===== config.mk =====
export PLATFORM = sky130hd
export DESIGN_NAME = regfile_wb_arbiter
export DESIGN_NICKNAME = d
export VERILOG_FILES = /design/src/rtl/regfile_wb_arbiter.sv
export SDC_FILE = /design/constraint.sdc
export NUM_CORES = 1
export LEC_CHECK = 0
export ABC_AREA = 1
export CAP_MARGIN = 25
export CORE_MARGIN = 5
export CORE_UTILIZATION = 30
export CTS_CLUSTER_DIAMETER = 120
export CTS_CLUSTER_SIZE = 40
export DETAILED_ROUTE_END_ITERATION = 8
export RECOVER_POWER = 25
export SYNTH_ARGS = -nofsm -noshare
export SYNTH_HDL_FRONTEND = slang
export SYNTH_SLANG_ARGS = --single-unit

===== constraint.sdc =====
create_clock -name cpu_clk_50M -period 2.5 [get_ports cpu_clk_50M]
set_clock_uncertainty 0.15 [all_clocks]
set_input_delay 0.25 -clock cpu_clk_50M [delete_from_list [all_inputs] [get_ports cpu_clk_50M]]
set_output_delay 0.25 -clock cpu_clk_50M [all_outputs]
set_load 0.02 [all_outputs]

===== src/rtl/regfile_wb_arbiter.sv =====
// Register-file write-port arbiter: pipeline writeback has priority, long-latency
// results queue in a small FIFO, drain into idle slots, and are squashed on WAW.
module regfile_wb_arbiter #(
    parameter int DEPTH = 4,
    parameter int AW    = 5,
    parameter int DW    = 32
) (
    input  logic                     cpu_clk_50M,
    input  logic                     cpu_rst_n,
    input  logic                     p_we,
    input  logic [AW-1:0]            p_wa,
    input  logic [DW-1:0]            p_wd,
    input  logic                     m_valid,
    input  logic [AW-1:0]            m_wa,
    input  logic [DW-1:0]            m_wd,
    output logic                     m_ready,
    input  logic [AW-1:0]            q_addr,
    output logic                     q_pending,
    output logic                     full,
    output logic [$clog2(DEPTH):0]   count,
    output logic                     we,
    output logic [AW-1:0]            wa,
    output logic [DW-1:0]            wd
);

    localparam int PW = $clog2(DEPTH);
    localparam logic [PW:0]   FULL_COUNT = (PW+1)'(DEPTH);
    localparam logic [PW:0]   CNT_ONE    = (PW+1)'(1);
    localparam logic [PW-1:0] PTR_ONE    = PW'(1);

    logic [PW-1:0]   wr_ptr;
    logic [PW-1:0]   rd_ptr;
    logic [DEPTH-1:0] ent_live;
    logic [AW-1:0]   ent_wa [DEPTH];
    logic [DW-1:0]   ent_wd [DEPTH];

    logic p_valid;
    logic push;
    logic pop;
    logic head_live;

    assign p_valid   = p_we && (p_wa != '0);
    assign full      = (count == FULL_COUNT);
    assign m_ready   = !full;
    // A handshake with m_wa==0 completes but stores nothing.
    assign push      = m_valid && m_ready && (m_wa != '0);
    assign pop       = !p_valid && (count != '0);
    assign head_live = ent_live[rd_ptr];

    // NOTE: every combinational output gets a default first, so no path leaves it unassigned (no latch).
    always_comb begin
        q_pending = 1'b0;
        for (int i = 0; i < DEPTH; i++) begin
            if (ent_live[i] && (ent_wa[i] == q_addr)) q_pending = 1'b1;
        end
        if (q_addr == '0) q_pending = 1'b0;
    end

    // Live bits double as occupancy for the pending query: cleared on pop or WAW squash.
    // NOTE: sequential state uses <= only, so every flop samples pre-edge values regardless of statement order.
    always_ff @(posedge cpu_clk_50M or negedge cpu_rst_n) begin
        if (!cpu_rst_n) begin
            ent_live <= '0;
        end else begin
            for (int i = 0; i < DEPTH; i++) begin
                if ((pop && (rd_ptr == PW'(i))) || (p_valid && (ent_wa[i] == p_wa)))
                    ent_live[i] <= 1'b0;
                if (push && (wr_ptr == PW'(i)))
                    ent_live[i] <= !(p_valid && (m_wa == p_wa));
            end
        end
    end

    // NOTE: payload storage is deliberately not reset; the live bits qualify it.
    always_ff @(posedge cpu_clk_50M) begin
        if (push) begin
            ent_wa[wr_ptr] <= m_wa;
            ent_wd[wr_ptr] <= m_wd;
        end
    end

    always_ff @(posedge cpu_clk_50M or negedge cpu_rst_n) begin
        if (!cpu_rst_n) begin
            wr_ptr <= '0;
            rd_ptr <= '0;
            count  <= '0;
        end else begin
            if (push) wr_ptr <= wr_ptr + PTR_ONE;
            if (pop)  rd_ptr <= rd_ptr + PTR_ONE;
            case ({push, pop})
                2'b10:   count <= count + CNT_ONE;
                2'b01:   count <= count - CNT_ONE;
                default: count <= count;
            endcase
        end
    end

    // A killed head is consumed silently; wa/wd keep their last written values.
    always_ff @(posedge cpu_clk_50M or negedge cpu_rst_n) begin
        if (!cpu_rst_n) begin
            we <= 1'b0;
            wa <= '0;
            wd <= '0;
        end else if (p_valid) begin
            we <= 1'b1;
            wa <= p_wa;
            wd <= p_wd;
        end else if (pop) begin
            we <= head_live;
            if (head_live) begin
                wa <= ent_wa[rd_ptr];
                wd <= ent_wd[rd_ptr];
            end
        end else begin
            we <= 1'b0;
        end
    end

endmodule


==> metrics.txt <==
Max Fclk 0.447 GHz; post-synthesis mux area share 0%; core box area 28900 µm²; Synth Area in Adders 1.50%; die width 181 µm; post-route cell area 11300 µm²; Fillers 2838; drt drc 0; fin crit share 89.5%; CP delay by family, top buffers and inverters; slew margin rel. 51.1%; initial antenna violation count 2; # port buffers 126; largest family of logic cells by synthesized area simple AND/OR/NAND/NOR gates; DP Area 10700 µm²; TritonCTS Buffers 17; IO Count 127; first-pass GRT wire length 35600 µm; initial drt markers 386; Netlist Area Pre-Place 8820 µm²; CTS clock-pin slew for the worst setup and hold paths 0.08 ns; Layout area overhead 28.6%; Max stage delay on crit path 0.59 ns; fin crit period 2.24 ns; Final GP Congestion 0.858; final setup violating endpoints 0; asr flop ratio synth 24.9%; Req. time, crit path 2.10 ns; Initial Utilization 30.6%; Crit Path Class reg -> out; Simple-Gate Fraction of Synth Area 21.7%; Max Root-Sink Buffers 2; NumNets Final 1124; predominant post-synthesis flop cell edfxtp_1; htree depth 4; synth cell count leaders nand2_1 (331), edfxtp_1 (148), nand3_1 (86), o21ai_0 (66), dfrtp_1 (49); setup tns final 0 ns; clk root buf clkbuf_16; Die ar. 32900 µm²; Synth area leader edfxtp_1; max layer used met5; Peak VDD IR 480 µV; Post-Synthesis Cells 889; Worst Setup End Kind output port; chip height 181 µm; num rows 62; CP Max Fanout 4; vias per cell 4.53; crit path DAT 1.84 ns; vias in the first global route 6411; routed vias 6470; total power 12.6 mW; Register Area 5670 µm²; GRT Resource Usage Total 13.6%; clock sink count 197; worst-margin pin slew 0.733 ns; top-count cell post-synth nand2_1; Post-synth EDFFs 148; top-area cell type share of the netlist area 50.4%; RSZ-0062 raised after global routing no; Max Slew Vio Count 0; DRT met1 WL 10300 µm; Pre-Repair DR Iteration Count 5; post-synthesis compound-gate area fraction 5.94%; ant diodes 0; Util after Layout 39.3%; largest net degree at the start of global routing 50; status complete, no violations; layout cell share with drive strength beyond 1 8.72%; Worst Setup Start Kind flip-flop; met3 WL 1040 µm; Slowest cell on crit path clkdlybuf4s50_1; Synthesis Warnings 0; CTS tree built; HP Class in -> reg; post-synthesis cell type count 29; worst skew pair latency 0.43 ns; Max-Cap Viols 0; WL per Instance 15.6 µm; worst path cell trace nor2_1, nand2_1, inv_1, clkdlybuf4s50_1; sequential share of the synthesized area 64.3%; syn avg cell area 9.93 µm²; antenna viol nets, final 0; Post-Synth XOR/XNOR Area 1.79%; hold_ws 0.292 ns; area of the multi-input gates 2730 µm²; pwr dens 1110 nW/µm²; Buf+Inv Stages, Crit Path 2; Synth Register Bits 197; syn_nets 982; Total Wirelength 22300 µm; Leakage Power 4.58 nW; met2 WL post-DR 10600 µm; Hold Fails Final Rpt 0; DPL Wire Length 14800 µm; dominant cells by area after synthesis edfxtp_1 (50%), nand2_1 (14%), dfrtp_1 (14%), nand3_1 (4.9%), o21ai_0 (3.7%); GRT overflow 0
==> registers in the layout (all words and copies together), names as in the netlist <==
signal    cells
wr_ptr        2
rd_ptr        2
ent_wa       20
count         3
wa            5
wd           32
ent_live      4
we            1
ent_wd      128
==> kinds of logic after synthesis <==
| group | Yosys count |
|---|---|
| simple gates | 471 |
| flops | 197 |
| compound gates | 101 |
| buf+inv | 92 |
| xor+xnor | 18 |
| fa+ha+maj | 10 |
==> path summary, 6_finish.rpt <==
path | from | cells after the start | slack (ns) | to
hold reg to reg | wd[16]$_DFFE_PN0P_ | 2 | 0.33 | wd[16]$_DFFE_PN0P_
min in group asynchronous | cpu_rst_n | 3 | 0.35 | wa[2]$_DFFE_PN0P_
max in group asynchronous | cpu_rst_n | 3 | 1.34 | rd_ptr[1]$_DFFE_PN0P_
hold / removal | p_wd[12] | 3 | 0.29 | wd[12]$_DFFE_PN0P_
setup / recovery | count[0]$_DFFE_PN0P_ | 4 | 0.26 | full
setup reg to reg | count[0]$_DFFE_PN0P_ | 9 | 0.27 | count[2]$_DFFE_PN0P_
==> final cells by class <==
cell class              instances  area share [%]
flip-flops and latches        197            50.0
multi-input cells             600            24.1
repair buffers                168            14.7
well taps                     384            4.24
clock buffers                  18            3.78
clock inverters                14            1.67
inverters                      47            1.58
==> metrics by stage <==
step	setup slack [ns]	instances
2_1_floorplan	0.222	889
3_3_place_gp	-0.0410	1395
3_5_place_dp	-0.0233	1395
4_1_cts	0.00365	1428
5_1_grt	0.0899	1428
6_report	0.263	1428
==> per-layer routing <==
layer | vias to the layer above | track usage, %
li1 | 3235 | -
met4 | 4 | 3.75
met1 | 3035 | 18.4
met2 | 165 | 22.5
met5 | - | 0
met3 | 31 | 2.60
==> placed cells by master (no fill, tap or decap), types with 2 or more instances in the layout <==
cell type,netlist,layout
nand2_1,331,331
edfxtp_1,148,148
clkdlybuf4s50_1,0,96
nand3_1,86,86
o21ai_0,66,66
dfrtp_1,49,47
nor2_1,43,43
inv_1,44,39
buf_4,2,34
dlygate4sd3_1,0,29
clkbuf_16,0,17
a21oi_1,15,15
o21ai_1,15,15
xor2_1,14,14
ha_1,9,9
buf_12,0,7
inv_2,2,6
o21ai_2,5,5
clkinv_8,0,5
xnor2_1,4,4
nand4_1,3,3
nand2_4,2,2
nor3_1,2,2
inv_6,0,2
clkinvlp_4,0,2
clkinv_4,0,2
dfrtp_2,0,2
==> repair_timing <==
item,in CTS,in global routing
endpoints found under the hold margin,49,0
setup endpoints to repair,0,1
buffers inserted,0,0
hold buffers,1,0
resized for setup,0,1
==> worst reg2reg max path: stages (launching register included) <==
cell and delay (ns):
dfrtp_1 0.43, nor2_1 0.21, a21oi_1 0.17, nand2_1 0.14, ha_1 0.15, inv_1 0.07, fa_1 0.38, a21oi_1 0.15
o21ai_0 0.11, xor2_1 0.15
==> report_power, final <==
part | switching (mW) | internal (mW)
Clock | 1.35 | 1.45
Sequential | 0.389 | 4.45
Combinational | 3.06 | 1.91
Total | 4.79 | 7.80
No activity file was read; power rests on OpenSTA's default activity.
